===== src/rtl/if_fetch_ctrl_pkg.sv =====
// Shared definitions for the instruction-fetch sequencer: widths, FSM states, queue entry.
// Latency: n/a (types and constants only).
// Backpressure: n/a.
package if_fetch_ctrl_pkg;

    localparam int XLEN  = 32;
    // Wide enough for occupancy 0..4, the largest legal queue depth.
    localparam int CNT_W = 3;

    localparam logic [XLEN-1:0] DEFAULT_RESET_PC = 32'h0000_0000;

    typedef enum logic [1:0] {
        ST_BOOT = 2'd0,
        ST_RUN  = 2'd1,
        ST_HOLD = 2'd2
    } fetch_state_e;

    // One prefetch queue slot: the byte PC and the word fetched from it.
    typedef struct packed {
        logic [XLEN-1:0] pc;
        logic [XLEN-1:0] inst;
    } fq_entry_t;

    // im is word addressed; the two byte-offset bits are dropped.
    function automatic logic [XLEN-1:0] word_addr(input logic [XLEN-1:0] byte_pc);
        return {2'b00, byte_pc[XLEN-1:2]};
    endfunction

endpackage


===== src/rtl/if_fetch_ctrl_if.sv =====
// Bundle of fetch-side signals: im address/data, hold/redirect control, decode handshake.
// Latency: n/a (wiring only).
// Backpressure: inst_ready_i from decode stalls the queue head.
// master = fetch controller, slave = im + pipeline control + decode.
interface if_fetch_ctrl_if;
    import if_fetch_ctrl_pkg::*;

    logic [XLEN-1:0]  im_addr_o;
    logic [XLEN-1:0]  im_data_i;
    logic             hold_i;
    logic             redirect_i;
    logic [XLEN-1:0]  redirect_pc_i;
    logic             inst_valid_o;
    logic             inst_ready_i;
    logic [XLEN-1:0]  inst_o;
    logic [XLEN-1:0]  inst_pc_o;
    logic [CNT_W-1:0] fq_count_o;

    modport master (
        output im_addr_o, inst_valid_o, inst_o, inst_pc_o, fq_count_o,
        input  im_data_i, hold_i, redirect_i, redirect_pc_i, inst_ready_i
    );

    modport slave (
        input  im_addr_o, inst_valid_o, inst_o, inst_pc_o, fq_count_o,
        output im_data_i, hold_i, redirect_i, redirect_pc_i, inst_ready_i
    );

endinterface


===== src/rtl/if_fetch_ctrl_fifo.sv =====
// Shift-register prefetch queue of {pc, inst}; slot 0 is the registered head.
// Latency: pushed entry reaches the head outputs 1 cycle after push when queue empty.
// Backpressure: caller must not push when full without popping; flush overrides push/pop.
// Ports: clk_i/rst_ni, push_i/pop_i/flush_i, din_i, head_o, head_vld_o, count_o.
module if_fetch_ctrl_fifo
    import if_fetch_ctrl_pkg::*;
#(
    parameter int DEPTH = 2
) (
    input  logic             clk_i,
    input  logic             rst_ni,
    input  logic             push_i,
    input  logic             pop_i,
    input  logic             flush_i,
    input  fq_entry_t        din_i,
    output fq_entry_t        head_o,
    output logic             head_vld_o,
    output logic [CNT_W-1:0] count_o
);

    fq_entry_t        ent_q [DEPTH];
    fq_entry_t        ent_d [DEPTH];
    logic [CNT_W-1:0] cnt_q, cnt_d;
    logic [CNT_W-1:0] wr_idx;

    always_comb begin
        ent_d  = ent_q;
        cnt_d  = cnt_q;
        // A simultaneous pop shifts everything down first, so the write slot moves down too.
        wr_idx = cnt_q - CNT_W'(pop_i);
        if (flush_i) begin
            cnt_d = '0;
        end else begin
            if (pop_i) begin
                for (int i = 0; i < DEPTH - 1; i++) begin
                    ent_d[i] = ent_q[i+1];
                end
            end
            if (push_i) begin
                for (int i = 0; i < DEPTH; i++) begin
                    if (CNT_W'(i) == wr_idx) begin
                        ent_d[i] = din_i;
                    end
                end
            end
            cnt_d = cnt_q + CNT_W'(push_i) - CNT_W'(pop_i);
        end
    end

    always_ff @(posedge clk_i or negedge rst_ni) begin
        if (!rst_ni) begin
            for (int i = 0; i < DEPTH; i++) begin
                ent_q[i] <= '0;
            end
            cnt_q <= '0;
        end else begin
            ent_q <= ent_d;
            cnt_q <= cnt_d;
        end
    end

    assign head_o     = ent_q[0];
    assign head_vld_o = (cnt_q != '0);
    assign count_o    = cnt_q;

endmodule


===== src/rtl/if_fetch_ctrl.sv =====
// Instruction-fetch sequencer: owns fetch PC, drives im, queues {pc,inst} for decode.
// Latency: fetched word appears on inst_o 1 cycle after its push; first valid 2 cycles after reset.
// Backpressure: decode ready stalls head; full queue stops fetch; hold freezes fetch; redirect flushes.
// Ports: clk_i, rst_ni, bus (if_fetch_ctrl_if.master) carrying im, control and decode signals.
module if_fetch_ctrl
    import if_fetch_ctrl_pkg::*;
#(
    parameter logic [XLEN-1:0] RESET_PC = DEFAULT_RESET_PC,
    parameter int              FQ_DEPTH = 2
) (
    input  logic                  clk_i,
    input  logic                  rst_ni,
    if_fetch_ctrl_if.master       bus
);

    localparam logic [CNT_W-1:0] DEPTH_C = CNT_W'(FQ_DEPTH);

    fetch_state_e     state_q, state_d;
    logic [XLEN-1:0]  fpc_q, fpc_d;
    logic             push, pop;
    fq_entry_t        head;
    fq_entry_t        din;
    logic             head_vld;
    logic [CNT_W-1:0] count;

    // A full queue may still accept a fetch when the head leaves in the same cycle.
    assign pop  = head_vld & bus.inst_ready_i & ~bus.redirect_i;
    assign push = (state_q == ST_RUN) & ~bus.hold_i & ~bus.redirect_i &
                  ((count < DEPTH_C) | pop);

    assign din.pc   = fpc_q;
    assign din.inst = bus.im_data_i;

    always_comb begin
        state_d = state_q;
        case (state_q)
            // One idle cycle lets im settle after reset; hold and redirect do not delay it.
            ST_BOOT: state_d = ST_RUN;
            ST_RUN:  if (bus.hold_i && !bus.redirect_i) state_d = ST_HOLD;
            ST_HOLD: if (!bus.hold_i && !bus.redirect_i) state_d = ST_RUN;
            default: state_d = ST_BOOT;
        endcase
    end

    always_comb begin
        fpc_d = fpc_q;
        if (bus.redirect_i) begin
            fpc_d = bus.redirect_pc_i & ~32'h3;
        end else if (push) begin
            fpc_d = fpc_q + 32'd4;
        end
    end

    always_ff @(posedge clk_i or negedge rst_ni) begin
        if (!rst_ni) begin
            state_q <= ST_BOOT;
            fpc_q   <= RESET_PC & ~32'h3;
        end else begin
            state_q <= state_d;
            fpc_q   <= fpc_d;
        end
    end

    if_fetch_ctrl_fifo #(
        .DEPTH (FQ_DEPTH)
    ) u_fifo (
        .clk_i      (clk_i),
        .rst_ni     (rst_ni),
        .push_i     (push),
        .pop_i      (pop),
        .flush_i    (bus.redirect_i),
        .din_i      (din),
        .head_o     (head),
        .head_vld_o (head_vld),
        .count_o    (count)
    );

    assign bus.im_addr_o    = word_addr(fpc_q);
    assign bus.inst_valid_o = head_vld;
    assign bus.inst_o       = head.inst;
    assign bus.inst_pc_o    = head.pc;
    assign bus.fq_count_o   = count;

endmodule


===== src/flat_wrapper.sv =====
// flat-port wrapper written by rule: the top's interface ports become plain ports
module if_fetch_ctrl_flat import if_fetch_ctrl_pkg::*;
#(
    parameter logic [XLEN-1:0] RESET_PC = DEFAULT_RESET_PC,
    parameter int              FQ_DEPTH = 2
)
  (clk_i, rst_ni, bus_im_addr_o, bus_inst_valid_o, bus_inst_o, bus_inst_pc_o, bus_fq_count_o, bus_im_data_i, bus_hold_i, bus_redirect_i, bus_redirect_pc_i, bus_inst_ready_i);
  if_fetch_ctrl_if bus_i ();
  input  logic clk_i;
  input  logic rst_ni;
  output wire logic [$bits(bus_i.im_addr_o)-1:0] bus_im_addr_o;
  output wire logic [$bits(bus_i.inst_valid_o)-1:0] bus_inst_valid_o;
  output wire logic [$bits(bus_i.inst_o)-1:0] bus_inst_o;
  output wire logic [$bits(bus_i.inst_pc_o)-1:0] bus_inst_pc_o;
  output wire logic [$bits(bus_i.fq_count_o)-1:0] bus_fq_count_o;
  input wire logic [$bits(bus_i.im_data_i)-1:0] bus_im_data_i;
  input wire logic [$bits(bus_i.hold_i)-1:0] bus_hold_i;
  input wire logic [$bits(bus_i.redirect_i)-1:0] bus_redirect_i;
  input wire logic [$bits(bus_i.redirect_pc_i)-1:0] bus_redirect_pc_i;
  input wire logic [$bits(bus_i.inst_ready_i)-1:0] bus_inst_ready_i;
  assign bus_im_addr_o = bus_i.im_addr_o;
  assign bus_inst_valid_o = bus_i.inst_valid_o;
  assign bus_inst_o = bus_i.inst_o;
  assign bus_inst_pc_o = bus_i.inst_pc_o;
  assign bus_fq_count_o = bus_i.fq_count_o;
  assign bus_i.im_data_i = bus_im_data_i;
  assign bus_i.hold_i = bus_hold_i;
  assign bus_i.redirect_i = bus_redirect_i;
  assign bus_i.redirect_pc_i = bus_redirect_pc_i;
  assign bus_i.inst_ready_i = bus_inst_ready_i;
  if_fetch_ctrl #(.RESET_PC(RESET_PC), .FQ_DEPTH(FQ_DEPTH)) u_core (.clk_i(clk_i), .rst_ni(rst_ni), .bus(bus_i));
endmodule

===== config.mk =====
export PLATFORM = sky130hd
export DESIGN_NAME = if_fetch_ctrl_flat
export DESIGN_NICKNAME = d
export VERILOG_FILES = /design/src/rtl/if_fetch_ctrl_pkg.sv /design/src/rtl/if_fetch_ctrl_if.sv /design/src/rtl/if_fetch_ctrl_fifo.sv /design/src/rtl/if_fetch_ctrl.sv /design/src/flat_wrapper.sv
export SDC_FILE = /design/constraint.sdc
export NUM_CORES = 1
export LEC_CHECK = 0
export CAP_MARGIN = 10
export CORE_MARGIN = 3
export CORE_UTILIZATION = 46
export DETAILED_ROUTE_END_ITERATION = 10
export PLACE_DENSITY = 0.81
export SLEW_MARGIN = 20
export SYNTH_ARGS = -nofsm -noshare
export SYNTH_HDL_FRONTEND = slang
export SYNTH_SLANG_ARGS = --single-unit

===== constraint.sdc =====
create_clock -name clk_i -period 2.45 [get_ports clk_i]
set_input_delay 0.3675 -clock clk_i [delete_from_list [all_inputs] [get_ports clk_i]]
set_output_delay 0.3675 -clock clk_i [all_outputs]
set_load 0.01 [all_outputs]

==> qor.json, run 1 <==
{
  "clkSinkCount": {"value": 161},
  "via_count": {"value": 6396},
  "worstPathBufferInverterCount": {"value": 2},
  "numPlacedInstances": {"value": 1098},
  "end_kind": {"value": "register"},
  "grt_use_total": {"value": 22.2, "unit": "%"},
  "place_worst_setup_slack": {"value": -373, "unit": "ps"},
  "outcome": {"value": "completed"},
  "grt_pass1_wl": {"value": 32.7, "unit": "mm"},
  "first_global_vias": {"value": 6248},
  "power.total": {"value": 11.1, "unit": "mW"},
  "fp.dieArea": {"value": 18700, "unit": "sq um"},
  "power.static_leakage": {"value": 4.29, "unit": "nW"},
  "clk_path_buf_depth": {"value": 2},
  "antenna_found_initial": {"value": 0},
  "post_route_cells_drive_above_1_share": {"value": 14.6, "unit": "%"},
  "io_pins": {"value": 169},
  "dp_hpwl": {"value": 12.8, "unit": "mm"},
  "layoutNonFillerInstCount": {"value": 1137},
  "synth_seq_cells": {"value": 161},
  "area_growth_syn_to_layout": {"value": 28.5, "unit": "%"},
  "post-route-min-period": {"value": 2440, "unit": "ps"},
  "postLayoutSetupSlackWorst": {"value": 7.85, "unit": "ps"},
  "power.ir.vdd_worst": {"value": 704, "unit": "uV"},
  "worst_hold_path_type": {"value": "reg -> reg"},
  "num_rows": {"value": 47},
  "yosys_most_used_dff": {"value": "dfrtp_1"},
  "cap_violations": {"value": 0},
  "detailedRoute.firstIterationViolations": {"value": 555},
  "grt_start_max_net_pins": {"value": 93},
  "synthesis.area": {"value": 7880, "unit": "sq um"},
  "timing.fmax": {"value": 0.409, "unit": "GHz"},
  "criticalPathCategory": {"value": "reg -> reg"},
  "detail_route.wl_per_cell": {"value": 18.2, "unit": "um"},
  "max_stage_delay_on_crit_path": {"value": 540, "unit": "ps"},
  "ys.warnings.count": {"value": 0},
  "globalRouteOverflowTotal": {"value": 0},
  "crit_family": {"value": "simple AND/OR/NAND/NOR gates"},
  "synthArstFlopShare": {"value": 100, "unit": "%"},
  "count_of_flip_flops_with_a_built_in_enable_after_synthesis": {"value": 0},
  "finalWeightedCongestion": {"value": 0.762},
  "worstReg2RegEnd": {"value": "u_core.u_fifo.ent_q[61]"},
  "synth.yosys.seq_area_share": {"value": 51.1, "unit": "%"},
  "setup_viol_count_final": {"value": 0},
  "core_area": {"value": 16700, "unit": "sq um"},
  "crit_path_end": {"value": "u_core.u_fifo.ent_q[61]"},
  "report.final.slew_viol_count": {"value": 0},
  "post_synth_inst_count": {"value": 803},
  "worst_slew_pin_slew": {"value": 765, "unit": "ps"},
  "clk_pin_slew": {"value": 60, "unit": "ps"},
  "cp.arrival": {"value": 2750, "unit": "ps"},
  "drt_pass1_iterations": {"value": 5},
  "cts.root.buffer_cell": {"value": "clkbuf_16"},
  "die_width": {"value": 137, "unit": "um"},
  "final.fill_count": {"value": 1395},
  "timing.max_slew.rel_slack": {"value": 49.0, "unit": "%"},
  "power_density_over_the_cells": {"value": 1100, "unit": "nW/um^2"},
  "timing.final.hold_violations": {"value": 0},
  "r2r_start": {"value": "u_core.state_q[1]"},
  "r2r.worst_path.cells": {"value": 6},
  "path_depth": {"value": 6},
  "critPathSlowestCell": {"value": "or4b_4"},
  "worst_setup_start_kind": {"value": "register"},
  "cts_made_buffers": {"value": 17},
  "seq_area": {"value": 4030, "unit": "sq um"},
  "viasPerCell": {"value": 5.63},
  "buffer_ports.inserted": {"value": 164},
  "critPathRequiredTime": {"value": 2760, "unit": "ps"},
  "worst_clock_skew": {"value": 11.2, "unit": "ps"},
  "finalCritPeriodShare": {"value": 99.7, "unit": "%"},
  "cts_tree": {"value": "yes"},
  "dieHeight": {"value": 137, "unit": "um"},
  "multi_input_comb_area": {"value": 3160, "unit": "sq um"},
  "finish.utilization": {"value": 60.6, "unit": "%"},
  "nets": {"value": 980},
  "drtAntennaViolNets": {"value": 0},
  "final.hold.worst_slack": {"value": 467, "unit": "ps"},
  "grt_setup_unrepaired": {"value": "yes"},
  "n_antenna_cell": {"value": 0},
  "timing.critical_path.cells": {"value": "or4b_4, or3_4, nor3_4, buf_4, clkbuf_16, mux2_2"},
  "postRouteWirelength": {"value": 20.7, "unit": "mm"},
  "postSynthAreaPerCell": {"value": 9.81, "unit": "sq um"},
  "worst_skew_pair.late_latency": {"value": 420, "unit": "ps"},
  "crit_start": {"value": "u_core.state_q[1]"},
  "htree_levels": {"value": 4},
  "setup.reg_to_reg.worst_slack": {"value": 8, "unit": "ps"},
  "floorplan.initialDensity": {"value": 47.2, "unit": "%"},
  "crit_fanout": {"value": 11},
  "number_of_unique_standard_cell_types_used_by_synthesis": {"value": 50},
  "drc": {"value": 0}
}
==> cell usage after synthesis (3+ instances only) <==
cell	instances	share of area [%]
buf_2	5	0.32
a21oi_1	10	0.64
and2_1	4	0.32
nor3_1	65	4.1
a221o_1	3	0.38
a31oi_1	67	5.3
nand4_1	14	1.1
nand2_1	167	8.0
or3_1	4	0.32
o21ai_0	16	1.0
nor4_1	4	0.32
inv_1	10	0.48
mux2_1	19	2.7
o211ai_1	14	1.3
buf_6	6	0.86
nand3_1	19	1.2
dfrtp_1	161	51
ha_1	5	0.79
and3_1	4	0.32
buf_4	66	6.3
o311ai_0	5	0.56
clkbuf_1	41	2.0
mux2_2	43	6.1
nor2_1	17	0.81
nand2b_1	3	0.24
==> report_power, final <==
part / switching, mW / internal, mW / total [mW]
Sequential: 0.694 / 3.72 / 4.42
Combinational: 1.88 / 2.26 / 4.15
Clock: 1.09 / 1.50 / 2.58
==> metrics by stage <==
stage | TNS, ps | cell area [sq um]
5_1_grt | -662 | 10100
2_1_floorplan | -5300 | 7970
6_report | 0 | 10100
4_1_cts | 0 | 10000
3_5_place_dp | -27650 | 9420
3_3_place_gp | -22480 | 9420
==> how the worst min path moves through the flow <==
stage / from / end / slack (ps) / cells past startpoint
after detailed placement: rst_ni / u_core.u_fifo.head_o[54] / 370 / 1
after floorplan: rst_ni / u_core.fpc_q[10] / 70 / 0
after global placement: rst_ni / u_core.u_fifo.head_o[54] / 360 / 1
after global routing: u_core.state_q[0] / u_core.state_q[0] / 480 / 1
final: u_core.state_q[0] / u_core.state_q[0] / 470 / 1
after CTS: u_core.state_q[0] / u_core.state_q[0] / 470 / 1
==> state kept, by name, indices dropped and copies added, names as in the netlist <==
register and cells:
u_core.u_fifo.ent_q 62, u_core.fpc_q 30, u_core.u_fifo.count_o 3, u_core.u_fifo.head_o 64, u_core.state_q 2
==> final cells by class <==
type | instances | area share, %
Timing Repair Buffer | 201 | 20.2
Tap cell | 220 | 2.72
Sequential cell | 161 | 39.8
Clock buffer | 18 | 4.24
Multi-Input combinational cell | 513 | 31.2
Inverter | 11 | 0.457
Clock inverter | 13 | 1.36
==> cell usage in the layout (no fill, tap or decap), types with 3 or more instances in the layout <==
master | synthesis | final
nand2_1 | 167 | 167
clkdlybuf4s50_1 | 0 | 162
dfrtp_1 | 161 | 159
a31oi_1 | 67 | 67
nor3_1 | 65 | 65
mux2_2 | 43 | 43
buf_4 | 66 | 27
clkbuf_16 | 0 | 19
mux2_1 | 19 | 17
nand3_1 | 19 | 17
nor2_1 | 17 | 16
o21ai_0 | 16 | 16
nand4_1 | 14 | 14
o211ai_1 | 14 | 14
a21oi_1 | 10 | 10
inv_1 | 10 | 7
o311ai_0 | 5 | 5
buf_12 | 0 | 5
and2_1 | 4 | 4
and3_1 | 4 | 4
clkinv_2 | 0 | 4
nor4_1 | 4 | 3
nand2b_1 | 3 | 3
a221o_1 | 3 | 3
or3_1 | 4 | 3
ha_1 | 5 | 3
clkinvlp_4 | 0 | 3
buf_6 | 6 | 3
==> logic make-up (layout without fill, tap and decap cells) <==
group	count (synthesis)	count (layout)	synth area share, %
other cells	1	2	0.0476
compound gates	127	127	10.4
xor+xnor	3	3	0.334
buf+inv	130	243	9.99
flops	161	161	51.1
mux	64	64	9.12
fa+ha+maj	6	6	1.05
simple gates	311	311	17.9
==> what timing repair did <==
action / in CTS / in global routing
hold endpoints to repair: 50 / 0
setup endpoints to repair: 71 / 68
pin swaps: 1 / 0
resized for setup: 2 / 5
setup buffers: 2 / 2
cloned: 1 / 2
hold buffers: 1 / 0
==> per-layer routing <==
layer / share of wire, % / GRT usage, % / vias to the layer above
li1: - / - / 2980
met1: 44 / 29.5 / 3160
met2: 49 / 36.3 / 232
met3: 5.9 / 5.22 / 24
met4: 1.6 / 6.87 / 0
met5: 0 / 0 / -
(Power assumes the default switching activity.)
==> run 2: changes to the inputs <==
--- a/config.mk
+++ b/config.mk
@@ -9,7 +9,7 @@
 export CORE_MARGIN = 3
 export CORE_UTILIZATION = 46
 export DETAILED_ROUTE_END_ITERATION = 10
-export PLACE_DENSITY = 0.81
+export PLACE_DENSITY = 0.75
 export SLEW_MARGIN = 20
 export SYNTH_ARGS = -nofsm -noshare
 export SYNTH_HDL_FRONTEND = slang
==> run 2 against run 1 <==
Critical path depth grew 6. First-iteration DRC count shrank 0.18%. Total power grew 1.2%. Clock skew shrank 4.4 ps. Final area grew 0.46%. Routed wire length shrank 0.51%. Critical path type unchanged. Largest power group unchanged.
==> qor.json, run 2 (synthesis results as in run 1) <==
{
  "drc": {"value": 0},
  "outcome": {"value": "completed"},
  "largest_register_ffs": {"value": 64},
  "critPathRequiredTime": {"value": 2750, "unit": "ps"},
  "r2r.worst_path.cells": {"value": 12},
  "layout.cells.most_common": {"value": "nand2_1"},
  "via_count": {"value": 6387},
  "crit_start": {"value": "u_core.u_fifo.count_o[1]"},
  "io_pins": {"value": 169},
  "timing.final.hold_violations": {"value": 0},
  "cts_made_buffers": {"value": 17},
  "criticalPathCategory": {"value": "reg -> reg"},
  "post_route_cells_drive_above_1_share": {"value": 14.3, "unit": "%"},
  "nets": {"value": 984},
  "crit_fanout": {"value": 14},
  "power.total": {"value": 11.3, "unit": "mW"},
  "globalRouteOverflowTotal": {"value": 0},
  "first_global_vias": {"value": 6318},
  "grt_use_total": {"value": 22.2, "unit": "%"},
  "crit_path_end": {"value": "u_core.u_fifo.ent_q[18]"},
  "drtAntennaViolNets": {"value": 0},
  "report.final.slew_viol_count": {"value": 0},
  "worst_setup_start_kind": {"value": "register"},
  "grt_start_max_net_pins": {"value": 100},
  "htree_levels": {"value": 4},
  "clk_pin_slew": {"value": 60, "unit": "ps"},
  "cts.root.buffer_cell": {"value": "clkbuf_16"},
  "layout_common_cells": {"value": "167 x nand2_1, 162 x clkdlybuf4s50_1, 159 x dfrtp_1"},
  "end_kind": {"value": "register"},
  "drt_pass1_iterations": {"value": 5},
  "grt_pass1_wl": {"value": 33.0, "unit": "mm"},
  "n_antenna_cell": {"value": 0},
  "cts_tree": {"value": "yes"},
  "worstPathBufferInverterCount": {"value": 4},
  "power_density_over_the_cells": {"value": 1110, "unit": "nW/um^2"},
  "buffer_ports.inserted": {"value": 164},
  "finalWeightedCongestion": {"value": 0.798},
  "post-route-min-period": {"value": 2390, "unit": "ps"},
  "power.ir.vdd_worst": {"value": 584, "unit": "uV"},
  "setup_viol_count_final": {"value": 0},
  "max_stage_delay_on_crit_path": {"value": 420, "unit": "ps"},
  "die_width": {"value": 137, "unit": "um"},
  "crit_family": {"value": "simple AND/OR/NAND/NOR gates"},
  "core_area": {"value": 16700, "unit": "sq um"},
  "setup.reg_to_reg.worst_slack": {"value": 60, "unit": "ps"},
  "worst_skew_pair.late_latency": {"value": 420, "unit": "ps"},
  "num_rows": {"value": 47},
  "floorplan.initialDensity": {"value": 47.2, "unit": "%"},
  "worstReg2RegEnd": {"value": "u_core.u_fifo.ent_q[18]"},
  "cp.arrival": {"value": 2680, "unit": "ps"},
  "fin_tns_setup": {"value": 0, "unit": "ps"},
  "grt_setup_unrepaired": {"value": "yes"},
  "cap_violations": {"value": 0},
  "area_growth_syn_to_layout": {"value": 29.1, "unit": "%"},
  "timing.max_slew.rel_slack": {"value": 27.1, "unit": "%"},
  "timing.fmax": {"value": 0.419, "unit": "GHz"},
  "worst_hold_path_type": {"value": "in -> async"},
  "detail_route.wl_per_cell": {"value": 18.1, "unit": "um"},
  "clkSinkCount": {"value": 161},
  "fp.dieArea": {"value": 18700, "unit": "sq um"},
  "critPathSlowestCell": {"value": "dfrtp_2"},
  "dieHeight": {"value": 137, "unit": "um"},
  "finish.utilization": {"value": 60.9, "unit": "%"},
  "detailedRoute.firstIterationViolations": {"value": 554},
  "worst_clock_skew": {"value": 6.73, "unit": "ps"},
  "worst_slew_pin_slew": {"value": 1090, "unit": "ps"},
  "clk_path_buf_depth": {"value": 2},
  "timing.critical_path.cells": {"value": "inv_4, nand3_4, nand3_4, inv_4, ha_4, ha_4, xnor2_2, nand2_1, nor3_4, buf_6, clkbuf_16, mux2_1"},
  "dp_hpwl": {"value": 12.7, "unit": "mm"},
  "postRouteWirelength": {"value": 20.6, "unit": "mm"},
  "path_depth": {"value": 12},
  "power.static_leakage": {"value": 4.32, "unit": "nW"},
  "viasPerCell": {"value": 5.62},
  "finalCritPeriodShare": {"value": 97.4, "unit": "%"},
  "antenna_found_initial": {"value": 0},
  "r2r_start": {"value": "u_core.u_fifo.count_o[1]"}
}
## run 2: final cells by class
cell class / count / area, sq um
fillers: 1364 / 6530
flip-flops and latches: 161 / 4030
multi-input cells: 513 / 3150
repair buffers: 205 / 2090
clock buffers: 20 / 447
well taps: 220 / 275
clock inverters: 7 / 138
inverters: 11 / 46.3
## run 2: through the flow
stage / hold WS (ps) / instances / cell area [sq um] / setup slack, ps
after CTS: 467 / 1132 / 10100 / 7.41
after detailed placement: 360 / 1104 / 9480 / -359
final: 469 / 1137 / 10200 / 63.2
after global placement: 356 / 1104 / 9480 / -302
after floorplan: 71.9 / 804 / 7970 / -92.1
after global routing: 495 / 1137 / 10200 / -17.7
## run 2: power by group
part | leakage [nW] | switching (mW) | internal (mW)
Combinational | 2.03 | 1.88 | 2.28
Clock | 0.284 | 1.01 | 1.70
Sequential | 2.00 | 0.696 | 3.72
## run 2: repair_timing
action	4_1_cts	5_1_grt
gates resized for setup	0	3
setup buffers	0	2
setup endpoints to repair	0	51
endpoints found under the hold margin	51	0
hold buffers	1	0
## run 2: routing by layer
layer / part of all wire, % / vias up / global-route usage [%]
li1: - / 2975 / -
met2: 49 / 194 / 36.0
met4: 1.7 / 0 / 7.76
met3: 5.4 / 23 / 4.56
met1: 44 / 3195 / 29.8
met5: 0 / - / 0
## run 2: worst min path at each step
| stage | slack (ps) | from | cells after the start | endpoint |
|---|---|---|---|---|
| 6_report | 470 | rst_ni | 2 | u_core.u_fifo.head_o[52] |
| 4_1_cts | 470 | u_core.state_q[0] | 1 | u_core.state_q[0] |
| 2_1_floorplan | 70 | rst_ni | 0 | u_core.fpc_q[10] |
| 3_5_place_dp | 360 | rst_ni | 1 | u_core.u_fifo.head_o[52] |
| 3_3_place_gp | 360 | rst_ni | 1 | u_core.u_fifo.head_o[52] |
| 5_1_grt | 490 | u_core.state_q[0] | 1 | u_core.state_q[0] |
